## src/rtl/wb_forward_source_pkg.sv

```systemverilog
// Shared definitions for the writeback/forwarding stage: opcodes, load funct3
// encodings and the writeback state enum.
package wb_forward_source_pkg;

    localparam logic [6:0] OPC_LOAD   = 7'b0000011;
    localparam logic [6:0] OPC_STORE  = 7'b0100011;
    localparam logic [6:0] OPC_BRANCH = 7'b1100011;
    localparam logic [6:0] OPC_JAL    = 7'b1101111;
    localparam logic [6:0] OPC_JALR   = 7'b1100111;
    localparam logic [6:0] OPC_LUI    = 7'b0110111;
    localparam logic [6:0] OPC_AUIPC  = 7'b0010111;

    localparam logic [2:0] F3_LB  = 3'b000;
    localparam logic [2:0] F3_LH  = 3'b001;
    localparam logic [2:0] F3_LW  = 3'b010;
    localparam logic [2:0] F3_LBU = 3'b100;
    localparam logic [2:0] F3_LHU = 3'b101;

    typedef enum logic [1:0] {
        WB_IDLE      = 2'd0,
        WB_COMMIT    = 2'd1,
        WB_LOAD_WAIT = 2'd2,
        WB_LOAD_DONE = 2'd3
    } wb_state_e;

    // A destination exists unless the opcode never writes or rd is x0.
    function automatic logic writes_rd(input logic [6:0] opcode, input logic [4:0] rd);
        return !((opcode == OPC_BRANCH) || (opcode == OPC_STORE)) && (rd != 5'd0);
    endfunction

endpackage

```

## src/rtl/wb_forward_source_load_extend.sv

```systemverilog
// Combinational load lane select and sign/zero extension keyed on funct3 and
// the low address bits.
module wb_forward_source_load_extend
    import wb_forward_source_pkg::*;
#(
    parameter int XLEN = 32
) (
    input  logic [2:0]      funct3,
    input  logic [1:0]      addr,
    input  logic [31:0]     rdata,
    output logic [XLEN-1:0] ext_data
);

    logic [7:0]  byte_lane;
    logic [15:0] half_lane;

    always_comb begin
        byte_lane = rdata[8*addr +: 8];
        half_lane = addr[1] ? rdata[31:16] : rdata[15:0];
        ext_data  = '0;
        case (funct3)
            F3_LB:   ext_data = {{(XLEN-8){byte_lane[7]}}, byte_lane};
            F3_LBU:  ext_data = {{(XLEN-8){1'b0}}, byte_lane};
            F3_LH:   ext_data = {{(XLEN-16){half_lane[15]}}, half_lane};
            F3_LHU:  ext_data = {{(XLEN-16){1'b0}}, half_lane};
            F3_LW:   ext_data = XLEN'(rdata);
            default: ext_data = '0;
        endcase
    end

endmodule

```

## src/rtl/wb_forward_source.sv

```systemverilog
// Stage-3 writeback register and forwarding source; holds loads until memory
// data arrives. Optional load watchdog enabled by defining LOAD_TIMEOUT_EN.
module wb_forward_source
    import wb_forward_source_pkg::*;
#(
    parameter int XLEN           = 32,
    parameter int TIMEOUT_CYCLES = 15
) (
    input  logic            clk,
    input  logic            rst_n,
    input  logic            ex_valid,
    output logic            ex_ready,
    input  logic [31:0]     ex_inst,
    input  logic [31:0]     ex_pc,
    input  logic [XLEN-1:0] ex_alu_result,
    input  logic [31:0]     dmem_rdata,
    input  logic            dmem_rvalid,
    output logic            wb_we,
    output logic [4:0]      wb_rd,
    output logic [XLEN-1:0] wb_data,
    output logic            fwd_valid,
    output logic            fwd_pending,
    output logic [4:0]      fwd_rd,
    output logic [XLEN-1:0] fwd_data,
    output logic            load_timeout
);

    if (TIMEOUT_CYCLES < 1 || TIMEOUT_CYCLES > 15) begin : g_bad_timeout
        $error("TIMEOUT_CYCLES must fit the 4-bit wait counter (1..15)");
    end

    wb_state_e       state_q, state_d;
    logic [6:0]      opcode_q, opcode_d;
    logic [4:0]      rd_q, rd_d;
    logic [2:0]      funct3_q, funct3_d;
    logic [31:0]     pc_q, pc_d;
    logic [XLEN-1:0] result_q, result_d;
    logic [XLEN-1:0] load_data_q, load_data_d;

    logic            accept;
    logic            has_rd;
    logic            drop_write;
    logic [XLEN-1:0] ext_data;
    logic            unused_inst;

    // Only the decode fields this stage needs are kept.
    assign unused_inst = ^ex_inst[31:15];
    assign has_rd      = writes_rd(opcode_q, rd_q);
    assign accept      = ex_valid && ex_ready;

    wb_forward_source_load_extend #(.XLEN(XLEN)) u_load_extend (
        .funct3   (funct3_q),
        .addr     (result_q[1:0]),
        .rdata    (dmem_rdata),
        .ext_data (ext_data)
    );

`ifdef LOAD_TIMEOUT_EN
    logic [3:0] wait_cnt_q, wait_cnt_d;
    logic       timeout_q, timeout_d;
    logic       timed_out_q, timed_out_d;

    assign load_timeout = timeout_q;
    assign drop_write   = timed_out_q;
`else
    assign load_timeout = 1'b0;
    assign drop_write   = 1'b0;
`endif

    always_comb begin
        state_d     = state_q;
        opcode_d    = opcode_q;
        rd_d        = rd_q;
        funct3_d    = funct3_q;
        pc_d        = pc_q;
        result_d    = result_q;
        load_data_d = load_data_q;
`ifdef LOAD_TIMEOUT_EN
        wait_cnt_d  = 4'd0;
        timeout_d   = timeout_q;
        timed_out_d = timed_out_q;
`endif
        case (state_q)
            WB_LOAD_WAIT: begin
                if (dmem_rvalid) begin
                    load_data_d = ext_data;
                    state_d     = WB_LOAD_DONE;
                end
`ifdef LOAD_TIMEOUT_EN
                else if (wait_cnt_q == 4'(TIMEOUT_CYCLES - 1)) begin
                    load_data_d = '0;
                    timeout_d   = 1'b1;
                    timed_out_d = 1'b1;
                    state_d     = WB_LOAD_DONE;
                end else begin
                    wait_cnt_d = wait_cnt_q + 4'd1;
                end
`endif
            end
            default: begin
                if (accept) begin
                    opcode_d = ex_inst[6:0];
                    rd_d     = ex_inst[11:7];
                    funct3_d = ex_inst[14:12];
                    pc_d     = ex_pc;
                    result_d = ex_alu_result;
                    state_d  = (ex_inst[6:0] == OPC_LOAD) ? WB_LOAD_WAIT : WB_COMMIT;
`ifdef LOAD_TIMEOUT_EN
                    timed_out_d = 1'b0;
`endif
                end else begin
                    state_d = WB_IDLE;
                end
            end
        endcase
    end

    always_comb begin
        ex_ready    = (state_q != WB_LOAD_WAIT);
        wb_we       = 1'b0;
        wb_rd       = 5'd0;
        wb_data     = '0;
        fwd_valid   = 1'b0;
        fwd_pending = 1'b0;
        fwd_rd      = 5'd0;
        case (state_q)
            WB_COMMIT: begin
                wb_we     = has_rd;
                fwd_valid = has_rd;
                wb_rd     = rd_q;
                fwd_rd    = rd_q;
                wb_data   = ((opcode_q == OPC_JAL) || (opcode_q == OPC_JALR))
                            ? XLEN'(pc_q + 32'd4) : result_q;
            end
            WB_LOAD_WAIT: begin
                fwd_pending = has_rd;
                fwd_rd      = rd_q;
            end
            WB_LOAD_DONE: begin
                wb_we     = has_rd && !drop_write;
                fwd_valid = has_rd && !drop_write;
                wb_rd     = rd_q;
                fwd_rd    = rd_q;
                wb_data   = load_data_q;
            end
            default: ;
        endcase
        fwd_data = wb_data;
    end

    always_ff @(posedge clk or negedge rst_n) begin
        if (!rst_n) begin
            state_q     <= WB_IDLE;
            opcode_q    <= 7'd0;
            rd_q        <= 5'd0;
            funct3_q    <= 3'd0;
            pc_q        <= 32'd0;
            result_q    <= '0;
            load_data_q <= '0;
        end else begin
            state_q     <= state_d;
            opcode_q    <= opcode_d;
            rd_q        <= rd_d;
            funct3_q    <= funct3_d;
            pc_q        <= pc_d;
            result_q    <= result_d;
            load_data_q <= load_data_d;
        end
    end

`ifdef LOAD_TIMEOUT_EN
    always_ff @(posedge clk or negedge rst_n) begin
        if (!rst_n) begin
            wait_cnt_q  <= 4'd0;
            timeout_q   <= 1'b0;
            timed_out_q <= 1'b0;
        end else begin
            wait_cnt_q  <= wait_cnt_d;
            timeout_q   <= timeout_d;
            timed_out_q <= timed_out_d;
        end
    end
`endif

endmodule
```

## config.mk

```make
export PLATFORM = sky130hd
export DESIGN_NAME = wb_forward_source
export DESIGN_NICKNAME = d
export VERILOG_FILES = /design/src/rtl/wb_forward_source_pkg.sv /design/src/rtl/wb_forward_source_load_extend.sv /design/src/rtl/wb_forward_source.sv
export SDC_FILE = /design/constraint.sdc
export NUM_CORES = 1
export LEC_CHECK = 0
export CELL_PAD_IN_SITES_DETAIL_PLACEMENT = 1
export CELL_PAD_IN_SITES_GLOBAL_PLACEMENT = 1
export CORE_MARGIN = 2
export CORE_UTILIZATION = 38
export CTS_CLUSTER_DIAMETER = 120
export CTS_CLUSTER_SIZE = 8
export DETAILED_ROUTE_END_ITERATION = 10
export PLACE_DENSITY_LB_ADDON = 0.1
export SYNTH_ARGS = -nofsm -noshare
export SYNTH_HDL_FRONTEND = slang
export SYNTH_SLANG_ARGS = --single-unit
```

## constraint.sdc

```tcl
create_clock -name clk -period 4.1 [get_ports clk]
set_clock_uncertainty 0.2 [all_clocks]
set_input_delay 0.82 -clock clk [delete_from_list [all_inputs] [get_ports clk]]
set_output_delay 0.82 -clock clk [all_outputs]
set_load 0.005 [all_outputs]
```

==> reports/metrics.csv <==
stage;metric;value;unit
floorplanning;floorplan.initialDensity;0.3858;
floorplanning;core.rowCount;47;
setup_path;reg2regPathDepth;5;
clock_network;later_pin_clock_latency_in_the_skew_report;0.42;ns
floorplanning;y_dimension_of_the_die;133.1;um
sta;timing_worst_slew_pin_value;1.156;ns
setup_path;critPathLaunchType;register;
synth;post-synth-top-area-fraction;0.4467;
clock_network;cts_tree;done;
floorplanning;die_area;17710;sq um
clock_network;cts_max_path_buffers;2;
synth;most_repeated_cell_in_the_gate_level_netlist_after_synthesis;sky130_fd_sc_hd__dfrtp_1;
floorplanning;number_of_top_level_pins;211;
finish;antenna_cells;0;
setup_path;timing.critical_path.required;3.08;ns
place;inst_count_dp;984;
global_route;grt_start_max_net_pins;61;
sta;setup_ws;0.1002;ns
sta;setup_total_negative_slack;0;ns
synth;number_of_flops_mapped_to_enable_cells_by_yosys;0;
clock_network;numCtsBuffers;17;
sta;hold_violations;0;
clock_network;cts-hold-fix-buffers;0;
synth;synth.yosys.warnings;0;
clock_network;h-tree-depth;4;
route;vias;5685;
route;vias_per_cell;5.579;
finish;drive_gt1_frac;0.1902;
finish;finalInstanceArea;8962;sq um
floorplanning;die_x;133.1;um
synth;synth_ff_type;sky130_fd_sc_hd__dfrtp_1;
synth;ys_seq_area_frac;0.4467;
synth;synth_top_cells_by_area;sky130_fd_sc_hd__dfrtp_1 45%, sky130_fd_sc_hd__mux2_2 14%, sky130_fd_sc_hd__nand2_1 4.1%;
clock_network;numClockSinks;113;
floorplanning;design.core.area;16410;sq um
finish;layout.cells.non_filler;1019;
synth;synth.net_count;762;
sta;achievable-frequency;250.0;MHz
route;detail_route.first_pass.iterations;4;
synth;postSynth.asyncResetShare;1.000;
route;dr.first_iter.drc_count;273;
synth;synth_top_area_cell;sky130_fd_sc_hd__dfrtp_1;
synth;post_synth_num_cell_types;54;
route;wl_per_cell;21.06;um
synth;synthesis.instances;629;
power;power_per_cell_area;408.6;nW/um^2
sta;finalSetupViolCount;0;
global_route;antenna_found_initial;0;
power;total_leakage_power;0.003535;uW
setup_path;reg2reg_to;load_data_q[24];
route;drtAntennaViolNets;0;
global_route;global_route.overflow_total;0;
finish;area_overhead_of_the_layout_relative_to_synthesis;41.59;%
synth;avgSynthCellArea;10.06;sq um
place;dpl.hpwl;15970;um
sta;final.min_clock_period;4.000;ns
finish;multi_input_area;3118;sq um
synth;post_synth_instance_area;6330;sq um
worst_hold_path;holdCritPathClass;register to register;
global_route;grt_pass1_vias;6169;
global_route;wire_length_of_the_first_global_routing_pass;33600;um
setup_path;critical_path.max_fanout;10;
setup_path;r2r-start;state_q[1];
setup_path;crit_arrival;2.98;ns
setup_path;timing_worst_setup_path_type;register to primary output;
power;irDropWorstVdd;0.0002964;V
job;drv.max_cap_violation_count;0;
synth;synth.top_cells.by_count;113 x sky130_fd_sc_hd__dfrtp_1, 80 x sky130_fd_sc_hd__mux2_2, 69 x sky130_fd_sc_hd__nand2_1, 34 x sky130_fd_sc_hd__buf_4, 34 x sky130_fd_sc_hd__o21ai_0;
sta;finalCritPeriodShare;0.9756;
clock_network;worst_setup_hold_path_clk_slew;0.05;ns
synth;synth.ff_latch_count;113;
global_route;grt_use_total;0.2460;
setup_path;cp-end-kind;primary output;
sta;hold_slack;0.2947;ns
setup_path;regToRegSetupSlack;1.20;ns
route;drt_wl_total;21460;um
place;placement.cell_area;8259;sq um
place;gp_congestion;0.8728;
sta;final_max_slew_viol_count;0;
finish;finish.net_count;920;
place;io_buffer_count;192;
finish;number_of_fillers_in_the_final_layout;1758;
setup_path;worstSetupEndpoint;wb_data[22];
place;detailedPlace.worstSlack;0.4097;ns
clock_network;ctsRootBufferMaster;sky130_fd_sc_hd__clkbuf_16;
sta;slew-limit-headroom;0.2263;
status;outcome;complete, no violations;
route;drcViolationCount;0;
finish;layout.area.seq;2835;sq um
setup_path;timing.critical_path.from;pc_q[14];
## per-stage QoR
stage,total power [uW],utilization
2_1_floorplan,1714,-
3_3_place_gp,2060,0.5034
5_1_grt,3821,0.5463
6_report,3662,0.5463
4_1_cts,3685,0.5424
3_5_place_dp,2086,0.5034
## worst min-delay path by stage
stage	startpoint	to	slack (ns)	cells after the start
CTS	load_data_q[5]	load_data_q[5]	0.29	2
detailed placement	load_data_q[5]	load_data_q[5]	0.28	2
finish	load_data_q[3]	load_data_q[3]	0.29	2
floorplan	load_data_q[5]	load_data_q[5]	0.25	2
global placement	load_data_q[5]	load_data_q[5]	0.28	2
global route	opcode_q[0]	opcode_q[0]	0.31	1
## where the power goes
part           internal [uW]  total, uW  leakage [uW]  switching (uW)
sequential              1250       1370       0.00135             118
combinational            416        710       0.00188             294
clock                   1060       1580      0.000303             522
## kinds of logic (layout without fill, tap and decap cells)
kind of cell,count (synthesis),in the layout,synth area share
compound gates,134,134,0.1399
xor+xnor,21,21,0.02906
fa+ha+maj,1,1,0.001976
buf+inv,78,248,0.06800
flops,113,113,0.4467
mux,88,88,0.1569
other cells,1,1,0.0005924
simple gates,193,193,0.1568
## area by class of cell
type                    count  share of cell area
multi-input cells         438              0.3479
flip-flops and latches    113              0.3163
repair buffers            210              0.2320
clock buffers              22             0.05291
well taps                 220             0.03071
clock inverters             9             0.01717
inverters                   7            0.002932
## per-layer routing
metal,GRT usage,part of all wire
met5,0,0
met4,0.09438,0.028
met3,0.07088,0.063
met2,0.4217,0.50
met1,0.2922,0.41
## critical path, cell delays in order, from the launching register on
cell                              delay, ns
sky130_fd_sc_hd__dfrtp_1               0.42
sky130_fd_sc_hd__nand4_2               0.18
sky130_fd_sc_hd__or2_4                 0.33
sky130_fd_sc_hd__or3_4                 0.41
sky130_fd_sc_hd__or4_1                 0.51
sky130_fd_sc_hd__o211ai_1              0.16
sky130_fd_sc_hd__clkdlybuf4s50_1       0.56
## state kept, by name (all words and copies together) (netlist names)
signal and flops:
pc_q 32, funct3_q 3, result_q 32, state_q 2
load_data_q 32, rd_q 5, opcode_q 7
## cells in the final DEF (no fill, tap or decap), drive strengths merged, types with 2 or more instances in the layout
cell	count
a211o	2
a211oi	3
a21o	4
a21oi	24
a221o	16
a22oi	16
a31oi	7
and2	7
and3	6
and4	2
buf	19
bufinv	4
clkbuf	22
clkdlybuf4s50	191
clkinv	3
clkinvlp	2
dfrtp	113
inv	7
mux2	80
mux2i	7
nand2	69
nand2b	4
nand3	21
nand3b	4
nand4	8
nor2	24
nor2b	8
nor3	6
nor3b	11
nor4	8
o211ai	9
o21a	4
o21ai	35
o22ai	10
o31ai	2
or2	3
or3	4
or4	6
xnor2	10
xor2	11
## timing repair
item	in CTS	in global routing
buffers inserted	0	4
setup endpoints to repair	12	21
pin swaps	0	2
resized for setup	3	11
gates cloned	0	0
No activity file was read; power rests on OpenSTA's default activity.
